==> src/rtl/add16.sv <==
// 16-bit ripple-carry adder; registered sum, carry and signed-overflow flags (flags built only with ADD16_FLAGS_EN).
// Latency 1 cycle; no backpressure, accepts one operand pair every cycle.

module full_adder (
    input  logic a,
    input  logic b,
    input  logic ci,
    output logic s,
    output logic co
);
    assign s  = a ^ b ^ ci;
    assign co = (a & b) | (ci & (a ^ b));
endmodule

module add16 (
    input  logic        clk,
    input  logic        rst_n,
    input  logic        in_valid,
    input  logic [15:0] a,
    input  logic [15:0] b,
    output logic [15:0] out,
    output logic        out_valid,
    output logic        cout,
    output logic        ovf
);
    logic [16:0] carry;
    logic [15:0] sum;

    assign carry[0] = 1'b0;

    for (genvar i = 0; i < 16; i++) begin : g_cell
        full_adder u_fa (
            .a  (a[i]),
            .b  (b[i]),
            .ci (carry[i]),
            .s  (sum[i]),
            .co (carry[i+1])
        );
    end

    always_ff @(posedge clk or negedge rst_n) begin
        if (!rst_n) begin
            out       <= 16'h0000;
            out_valid <= 1'b0;
        end else begin
            out_valid <= in_valid;
            if (in_valid) begin
                out <= sum;
            end
        end
    end

`ifdef ADD16_FLAGS_EN
    logic ovf_next;

    // Signed overflow: same-sign operands whose sum flips sign.
    assign ovf_next = (a[15] == b[15]) && (sum[15] != a[15]);

    always_ff @(posedge clk or negedge rst_n) begin
        if (!rst_n) begin
            cout <= 1'b0;
            ovf  <= 1'b0;
        end else if (in_valid) begin
            cout <= carry[16];
            ovf  <= ovf_next;
        end
    end
`else
    assign cout = 1'b0;
    assign ovf  = 1'b0;
`endif

endmodule

==> config.mk <==
export PLATFORM = sky130hd
export DESIGN_NAME = add16
export DESIGN_NICKNAME = d
export VERILOG_FILES = /design/src/rtl/add16.sv
export SDC_FILE = /design/constraint.sdc
export NUM_CORES = 1
export LEC_CHECK = 0
export ABC_AREA = 0
export ABC_CLOCK_PERIOD_IN_PS = 2200
export CORE_AREA = 8 8 68 70
export CTS_BUF_LIST = sky130_fd_sc_hd__clkbuf_4 sky130_fd_sc_hd__clkbuf_8
export DETAILED_ROUTE_END_ITERATION = 12
export DIE_AREA = 0 0 76 78
export HOLD_SLACK_MARGIN = 0.05
export PLACE_DENSITY = 0.69
export SETUP_SLACK_MARGIN = 0.5
export SYNTH_ARGS = -nofsm -noshare
export SYNTH_HDL_FRONTEND = slang
export SYNTH_HIERARCHICAL = 1
export SYNTH_SLANG_ARGS = --single-unit
==> constraint.sdc <==
create_clock -name clk -period 2.2 [get_ports clk]
set_input_delay 0.33 -clock clk [delete_from_list [all_inputs] [get_ports clk]]
set_output_delay 0.33 -clock clk [all_outputs]
set_load 0.1 [all_outputs]
Word-level counts from Yosys, hierarchy flattened
Index checks and enable logic that the tools add are counted.
{ "totals": {"output_inout_bits": 19, "ff_bits": 17, "input_bits": 35} }
{ "op_classes": {"n_bitwise": 74} }
{ "op_table": {"columns": ["cell", "count"], "rows": [
  ["1-bit bitwise XOR", 31],
  ["1-bit AND", 29],
  ["1-bit OR", 14]
]} }

Longest topological paths before layout
{ "depth": {"depth_word": 30, "depth_mapped": 17, "mapped_depth_nobuf": 17} }

Cells and area by module
The synthesis kept the hierarchy.
{ "by_module_without_submodules": {"columns": ["module", "area_each_um2", "seq_area_each_um2", "instances", "cells_per_inst"], "rows": [
  ["add16", 693.2, 425.4, 1, 38],
  ["full_adder", 20.0, 0.0, 16, 1]
]} }

Least setup slack after synthesis
No wires, ideal clock.
{ "synth_path": {"kind": "input port to flip-flop", "startpoint": "input a[0]", "endpoint": "register out[15]", "path_slack_ps": -4664, "n_path_buf": 0, "stages": 17, "t_arrival_ps": 6739, "required_time_ps": 2075, "path_cell_list": "fa_1 > fa_1 > fa_1 > fa_1 > fa_1 > fa_1 > fa_1 > fa_1 > fa_1 > fa_1 > fa_1 > fa_1 > fa_1 > fa_1 > fa_1 > fa_1 > mux2_2"} }
{ "synth_via": {"elab_chain_cells": 30} }
{ "synth_rtl": {"columns": ["item", "line", "rtl"], "rows": [
  ["start: declaration", "19", "input logic [15:0] a,"],
  ["1-bit AND (2 in series)", "12", "assign co = (a & b) | (ci & (a ^ b));"],
  ["1-bit OR", "12", null],
  ["named net carry[2]", "26", "logic [16:0] carry;"],
  ["1-bit AND", "12", null],
  ["1-bit OR", "12", null],
  ["named net carry[3]", "26", null],
  ["1-bit AND", "12", null],
  ["1-bit OR", "12", null],
  ["named net carry[4]", "26", null],
  ["[2 not listed]", null, null],
  ["named net carry[5]", "26", null],
  ["[2 not listed]", null, null],
  ["named net carry[6]", "26", null],
  ["[2 not listed]", null, null],
  ["named net carry[7]", "26", null],
  ["[2 not listed]", null, null],
  ["named net carry[8]", "26", null],
  ["[2 not listed]", null, null],
  ["named net carry[9]", "26", null],
  ["[2 not listed]", null, null],
  ["named net carry[10]", "26", null],
  ["[2 not listed]", null, null],
  ["named net carry[11]", "26", null],
  ["[2 not listed]", null, null],
  ["named net carry[12]", "26", null],
  ["[2 not listed]", null, null],
  ["named net carry[13]", "26", null],
  ["1-bit AND", "12", null],
  ["1-bit OR", "12", null],
  ["named net carry[14]", "26", null],
  ["1-bit AND", "12", null],
  ["1-bit OR", "12", null],
  ["named net carry[15]", "26", null],
  ["1-bit bitwise XOR", "11", "assign s = a ^ b ^ ci;"],
  ["named net sum[15]", "27", "logic [15:0] sum;"],
  ["end signal: assignment", "48", "out <= sum;"],
  ["end: declaration", "21", "output logic [15:0] out,"]
]} }
The timed path passes the listed nets, and every way through them passes these cells.
A chain may end at the register's enable or synchronous reset.

Final worst setup path
{ "layout_path": {"startpoint": "input b[0]", "endpoint": "register out[15]"} }
{ "layout_via": {"elab_chain_cells": 30} }
{ "layout_rtl": {"columns": ["item", "line", "rtl"], "rows": [
  ["start: declaration", "20", "input logic [15:0] b,"],
  ["1-bit AND", "12", null],
  ["named net carry[1]", "26", null],
  ["1-bit AND", "12", null],
  ["1-bit OR", "12", null],
  ["named net carry[2]", "26", null],
  ["1-bit AND", "12", null],
  ["1-bit OR", "12", null],
  ["named net carry[3]", "26", null],
  ["[2 not listed]", null, null],
  ["named net carry[4]", "26", null],
  ["[2 not listed]", null, null],
  ["named net carry[5]", "26", null],
  ["[2 not listed]", null, null],
  ["named net carry[6]", "26", null],
  ["[2 not listed]", null, null],
  ["named net carry[7]", "26", null],
  ["[2 not listed]", null, null],
  ["named net carry[8]", "26", null],
  ["[2 not listed]", null, null],
  ["named net carry[9]", "26", null],
  ["[2 not listed]", null, null],
  ["named net carry[10]", "26", null],
  ["[2 not listed]", null, null],
  ["named net carry[11]", "26", null],
  ["[2 not listed]", null, null],
  ["named net carry[12]", "26", null],
  ["[2 not listed]", null, null],
  ["named net carry[13]", "26", null],
  ["1-bit AND", "12", null],
  ["1-bit OR", "12", null],
  ["named net carry[14]", "26", null],
  ["1-bit AND", "12", null],
  ["1-bit OR", "12", null],
  ["named net carry[15]", "26", null],
  ["1-bit bitwise XOR", "11", null],
  ["named net sum[15]", "27", null]
]} }
The timed path passes the listed nets, and every way through them passes these cells.

==> impl_metrics.env <==
export IMPL_yosysSeqAreaShare_pct=41.98
export IMPL_end_kind="flip-flop"
export IMPL_synth_top_family_by_area="adder cells"
export IMPL_synth_edf_count=0
export IMPL_fin_cells=156
export IMPL_vias_per_cell=4.077
export IMPL_clock_sinks=17
export IMPL_synth_simple_gate_area_share_pct=0
export IMPL_dp_cells=152
export IMPL_vias=636
export IMPL_clock_latency_ns=0.28
export IMPL_hold_violations=0
export IMPL_rsz0062_at_grt="true"
export IMPL_synthCells=54
export IMPL_die_y_um=78
export IMPL_cellPowerDensity_nw_per_um2=978.6
export IMPL_synth_top_area_cell="dfrtp_1"
export IMPL_cts_root_buf="clkbuf_4"
export IMPL_synthMuxAreaShare_pct=21.48
export IMPL_period_minus_slack_ns=6.230
export IMPL_clk_pin_slew_ns=0.09
export IMPL_antenna_found_initial=0
export IMPL_hpwl_um=1993
export IMPL_ant_nets=0
export IMPL_die_w_um=76
export IMPL_maxCapViolations=0
export IMPL_drt_iter0_drc=4
export IMPL_ys_types=8
export IMPL_ys_flop_type="dfrtp_1"
export IMPL_hp_class="input port to flip-flop"
export IMPL_cp_start_kind="input port"
export IMPL_slew_violations=0
export IMPL_dieArea_um2=5928
export IMPL_grt_total_usage_pct=8.414
export IMPL_synth_commonest_cells="dfrtp_1 (17), fa_1 (16), mux2_4 (10)"
export IMPL_coreArea_um2=3551
export IMPL_synth_compound_area_share_pct=0
export IMPL_outcome="finished, violations left"
export IMPL_yosys_register_bits=17
export IMPL_violations="setup timing"
export IMPL_yosysWarnings=6
export IMPL_p_leak_uw=0.0006751
export IMPL_critPathMaxFanout=1
export IMPL_routed_wl_um=2316
export IMPL_grt_pass1_wl_um=4008
export IMPL_cts_max_level=1
export IMPL_synthXorXnorAreaFrac_pct=0
export IMPL_crit_top_cell="fa_2"
export IMPL_nets=160
export IMPL_n_antenna_cell=0
export IMPL_worstPathRequired_ns=2.37
export IMPL_clock_fmax_ghz=0.1605
export IMPL_drc=0
export IMPL_first_global_vias=807
export IMPL_routedWlPerCell_um=14.85
export IMPL_post_route_period_util_pct=283.2
export IMPL_syn_area_per_cell_um2=18.77
export IMPL_synth_top_area_share_pct=41.98
export IMPL_firstDrtPassIters=2
export IMPL_grt_max_degree=18
export IMPL_place_area_um2=1548
export IMPL_portBuffers=51
export IMPL_finalSetupViolCount=12
export IMPL_yosys_area_share_adder_pct=31.60
export IMPL_path_class="input port to flip-flop"
export IMPL_cp_cell_sequence="buf_6 > fa_2 > fa_2 > fa_2 > fa_2 > fa_2 > fa_2 > fa_2 > fa_2 > fa_2 > fa_2 > fa_2 > fa_2 > fa_2 > fa_2 > fa_2 > fa_1 > mux2_4"
export IMPL_overflow=0
export IMPL_rrSetupSlack_ns=1.43
export IMPL_final_area_um2=1590
export IMPL_drive_above_1_share_pct=50.93
export IMPL_fin_ws_ns=-4.030
export IMPL_arrival_ns=6.40
export IMPL_synth_async_reset_ratio_pct=100.0
export IMPL_cp_slowest_cell="fa_1"
export IMPL_syn_area_um2=1013
export IMPL_cts_tree="done"
export IMPL_numCtsBuffers=3
export IMPL_area_delta_synth_final_pct=56.91
export IMPL_crit_path_max_incr_delay_ns=0.45
export IMPL_gp_congestion=0.6406
export IMPL_peakVddDrop_v=0.0003514
export IMPL_ios=54
export IMPL_yosysMostFrequentCell="dfrtp_1"
export IMPL_fin_worst_skew_ns=0
export IMPL_worstMarginPinSlew_ns=0.7594
export IMPL_relSlewSlack_pct=49.21
export IMPL_start_util_pct=28.54
export IMPL_netlist_top_cells_area="dfrtp_1 (42%), fa_1 (32%), mux2_4 (15%)"
export IMPL_rows=22
export IMPL_cts_buffer_depth=2
==> worst max-delay path, delay by kind of cell <==
family | cells | cell delay, ns
adders and majority gates | 16 | 5.70
buffers and inverters | 1 | 0.09
muxes | 1 | 0.27
==> kinds of logic (layout without fill, tap and decap cells) <==
kind of cell / Yosys count / after routing
DFF: 17 / 17
adders and majority gates: 16 / 16
muxes: 16 / 16
buffers and inverters: 4 / 56
other: 1 / 3
==> repair_timing <==
action / CTS / global route
setup buffers: 0 / 0
hold buffers: 0 / 0
gates resized for setup: 13 / 1
pin swaps: 1 / 0
endpoints found under the setup margin: 15 / 13
==> path summary, 6_finish.rpt <==
check                        from      end  cells after the start
min in group asynchronous   rst_n  out[12]                      1
min reg2reg                out[0]   out[0]                      1
max                          b[0]  out[15]                     18
max reg2reg                out[7]   out[7]                      1
min                          a[0]   out[0]                      3
max in group asynchronous   rst_n   out[4]                      1
==> registers in the layout (all words and copies together), names as in the netlist <==
name,flops
out,16
out_valid,1
==> metrics by stage <==
stage                     setup WS (ns)  hold WS (ns)  total power, uW  utilization, %  TNS (ns)
after floorplan                  -4.075       0.03441             1141               -    -26.29
after global placement           -4.663        0.4935             1373           43.59    -33.45
after detailed placement         -4.746        0.4965             1389           43.59    -33.99
after CTS                        -4.043        0.4533             1579           44.61    -24.88
after global routing             -4.123        0.4606             1628           44.79    -25.46
final                            -4.030        0.4563             1556           44.79    -24.85
==> layout make-up <==
type / count / area, um2
multi-input combinational: 35 / 598.1
tap: 48 / 60.06
sequential: 17 / 425.4
timing repair buffer: 52 / 476.7
clock buffer: 4 / 30.03
fill: 342 / 1961
==> routing by layer <==
layer / vias to the layer above / GRT usage, % / wire [um] / share of wire [%]
li1: 280 / - / - / -
met1: 330 / 8.777 / 823 / 36
met2: 24 / 15.00 / 1335 / 58
met3: 2 / 1.959 / 117 / 5.1
met4: 0 / 5.294 / 40 / 1.7
met5: - / 0 / 0 / 0
==> cells in the final DEF, fill, tap and decap left out <==
| master | count |
|---|---|
| conb_1 | 3 |
| fa_1 | 1 |
| mux2_4 | 13 |
| mux2_2 | 3 |
| clkdlybuf4s50_1 | 31 |
| clkbuf_4 | 4 |
| dfrtp_1 | 17 |
| buf_6 | 2 |
| dlygate4sd2_1 | 1 |
| fa_2 | 15 |
| buf_4 | 18 |
==> power breakdown <==
part | leakage (uW) | internal (uW) | switching (uW)
registers | 0.000199 | 385 | 41.6
clock network | 0.0000184 | 82.6 | 91.7
logic | 0.000458 | 275 | 680
No activity file was read; power rests on OpenSTA's default activity.
==> edit 1: new RTL, same flow settings <==
Remove the register `out_valid`: a continuous assignment takes its place, so the output `out_valid` follows one clock earlier.
--- a/src/rtl/add16.sv
+++ b/src/rtl/add16.sv
@@ -41,14 +41,14 @@
     always_ff @(posedge clk or negedge rst_n) begin
         if (!rst_n) begin
             out       <= 16'h0000;
-            out_valid <= 1'b0;
         end else begin
-            out_valid <= in_valid;
             if (in_valid) begin
                 out <= sum;
             end
         end
     end
+
+    assign out_valid = in_valid;
 
 `ifdef ADD16_FLAGS_EN
     logic ovf_next;
Check against the original RTL: not equivalent (Yosys sat finds a counterexample within 4 cycles, from zero or initial values and one cycle with rst_n low).
==> edit 1 against the original RTL <==
- the run still ends with negative setup slack left
- synthesized area shrank 1.7%
- final area shrank 0.87%
- sequential share of layout area shrank 1.4 points
- synthesized cell count is the same
- combinational power grew 1%
- cell count shrank 0.64%
- sequential cell count shrank 1
- via count shrank 0.31%
- critical path type unchanged
- routed wire length grew 2.9%
- worst hold slack gained 0.023 ns
- worst setup slack lost 0.029 ns
- power shrank 2.1%
==> edit 1: results <==
set metrics [dict create \
    outcome "finished, violations left" \
    violations "negative setup slack" \
    clkCellAreaFrac 0.0143 \
    hpwl_um 2010 \
    buffers_excl_clock 53 \
    p_leak_nw 0.669 \
    synthAdderAreaFrac 0.322 \
    fin_nets 160 \
    crit_path_start "a[0]" \
    hold_depth 3 \
    slew_headroom 0.492 \
    num_vias 634 \
    muxShareOfSynthArea 0.219 \
    seq_power_share 0.267 \
    pg_clk_w 0.000150 \
    bufAreaShareNonClock 0.312 \
    ff_latch_area_um2 400 \
    grt_start_max_net_pins 17 \
    place.gp.congestion 0.672 \
    dr_wl_met2_um 1330 \
    met3_length_um 199 \
    clkPwrFrac 0.098 \
    peakVddDrop_v 0.000451 \
    worstHoldPathType "in2reg" \
    fillCellCount 344 \
    grt_pass1_wl_um 4060 \
    cts-root-buf "clkbuf_4" \
    p_sw_frac 0.532 \
    synth_commonest_cells "dfrtp_1 (16), fa_1 (16), mux2_4 (10), mux2_2 (6), buf_4 (3)" \
    timing.rr.start "out[11]" \
    slowest_stage "fa_1" \
    grt.met3_usage 0.0288 \
    track_usage 0.0847 \
    first_pass_iters 3 \
    portBuffers 51 \
    wl_met1_um 817 \
    layout-drive-gt1-share 0.514 \
    whs_ns 0.479 \
    use_met2 0.151 \
    setup-tns-final_ns -25.44 \
    layout_setup_ws_ns -4.06 \
    top_regs "out: 16 flops" \
    final-setup-viol-count 12 \
]
[edit 1: timing repair]
action | 4_1_cts | 5_1_grt
cloned | 0 | 0
endpoints found under the setup margin | 14 | 14
hold buffers | 0 | 0
gates resized for setup | 12 | 1
[edit 1: logic make-up after synthesis]
family,after synthesis
fa+ha+maj,16
buf+inv,5
flops,16
mux,16
other cells,1
[edit 1: per-stage QoR]
| step | setup WS, ns | instances | area (µm²) |
|---|---|---|---|
| 2_1_floorplan | -4.08 | 56 | 1040 |
| 3_3_place_gp | -4.68 | 152 | 1540 |
| 3_5_place_dp | -4.76 | 152 | 1540 |
| 4_1_cts | -4.08 | 155 | 1570 |
| 5_1_grt | -4.13 | 155 | 1580 |
| 6_report | -4.06 | 155 | 1580 |
==> edit 2: new RTL, same settings <==
Without the edit above. Build with the macro `ADD16_FLAGS_EN` defined.
--- a/src/rtl/add16.sv
+++ b/src/rtl/add16.sv
@@ -1,5 +1,7 @@
 // 16-bit ripple-carry adder; registered sum, carry and signed-overflow flags (flags built only with ADD16_FLAGS_EN).
 // Latency 1 cycle; no backpressure, accepts one operand pair every cycle.
+
+`define ADD16_FLAGS_EN
 
 module full_adder (
     input  logic a,
Check against the original RTL: not equivalent (Yosys sat finds a counterexample within 4 cycles, from zero or initial values and one cycle with rst_n low).
==> edit 2 against the original RTL <==
- the flow still finishes with violations (negative setup slack)
- sequential cell count increased by 2
- via count increased by 11%
- non-clock buffer count increased by 4
- sequential power increased by 10%
- combinational power increased by 7%
- utilization increased by 2.9 points
- routed wire length increased by 14%
- synthesized cell count increased by 9.3%
- first-iteration DRC count increased to 6.5 times the old value
- final area increased by 6.5%
- synthesized area increased by 6.4%
- worst setup slack got worse by 0.24 ns
- power increased by 8.0%
- critical endpoint is now ovf
==> edit 2: results <==
set metrics [dict create \
    cp-endpoint "ovf" \
    cp_top_family "adder cells" \
    synth_cell_types 11 \
    layout_setup_ws_ns -4.26 \
    first_iter_violations 26 \
    first_pass_iters 3 \
    layout-drive-gt1-share 0.513 \
    grt_pass1_wl_um 4390 \
    grt_pass1_vias 909 \
    worstHoldPathType "in2async" \
    largest_reg_flops 16 \
    num_vias 706 \
    timing.rr.start "out[3]" \
    cp.arrival_ns 6.69 \
    synth_commonest_cells "dfrtp_1 (19), fa_1 (16), mux2_2 (9), mux2_4 (8)" \
    r2r_end "out[3]" \
    synth.area.top_cells "dfrtp_1 (44%), fa_1 (30%), mux2_4 (11%), mux2_2 (9.4%), buf_12 (1.9%)" \
    clk_pin_slew_ns 0.11 \
    fillCellCount 329 \
    hpwl_um 2200 \
    drt_wl_total_um 2640 \
    synth_cells 59 \
    fin_cells 165 \
    violations "negative setup slack" \
    numCtsBuffers 3 \
    htreeDepth 1 \
    crit_path_max_fanout 2 \
    setup-tns-final_ns -32.80 \
    grt_start_max_net_pins 21 \
    fin_skew_ns 0 \
    place.gp.congestion 0.675 \
    dpl_worst_slack_ns -5.00 \
    place_inst 161 \
    synth-async-reset-ratio 1.00 \
    portBuffers 53 \
    final-setup-viol-count 14 \
    fin_nets 169 \
    max_stage_delay_ns 0.51 \
    synth-seq-area-share 0.441 \
    track_usage 0.0912 \
    outcome "finished, violations left" \
    p_leak_nw 0.721 \
    slowest_stage "fa_1" \
    peakVddDrop_v 0.000382 \
    whs_ns 0.355 \
]
==> edit 2: cell types whose count changed in the layout (fill, tap and decap cells not counted) <==
cell	before	now
buf_4	18	22
nor2_1	0	1
dfrtp_1	17	19
a31oi_1	0	1
mux2_2	3	4
buf_2	0	1
buf_6	2	1
nand3b_1	0	1
or3b_1	0	1
conb_1	3	1
==> edit 2: metal layers <==
metal,GRT usage,vias to the layer above,wire (µm),share of wire
met5,0,-,0,0
met1,0.0988,365,950,0.36
met3,0.0138,2,110,0.042
li1,-,313,-,-
met4,0.0412,0,21,0.0080
met2,0.171,26,1550,0.59
==> edit 2: worst min-delay path by stage <==
stage / from / end / depth (start not counted)
final: rst_n / out[2] / 2
after global routing: rst_n / out[5] / 2
after CTS: rst_n / out[2] / 2
after detailed placement: out[7] / out[7] / 1
after global placement: out[3] / out[3] / 1
after floorplan: rst_n / cout / 0
==> edit 2: kinds of logic after synthesis <==
| family | after synthesis | synth area share |
|---|---|---|
| other | 1 | 0.00348 |
| and+or+nand+nor | 3 | 0.0186 |
| AOI/OAI and AO/OA | 1 | 0.00580 |
| muxes | 17 | 0.205 |
| adders and majority gates | 16 | 0.297 |
| buffers and inverters | 2 | 0.0290 |
| DFF | 19 | 0.441 |
==> edit 2: timing repair <==
item	4_1_cts	5_1_grt
pin swaps	1	0
setup endpoints to repair	16	15
resized for setup	13	2
==> edit 2: layout make-up <==
class	count	area (µm²)	share of cell area
flip-flops and latches	19	475	0.281
clock buffers	4	30.0	0.0177
well taps	48	60.1	0.0355
multi-input cells	38	628	0.371
repair buffers	56	500	0.295
==> edit 2: where the power goes <==
group / switching [W] / internal (W) / leakage (nW)
clock: 0.000109 / 0.0000828 / 0.0184
sequential: 0.0000441 / 0.000427 / 0.222
combinational: 0.000722 / 0.000295 / 0.480
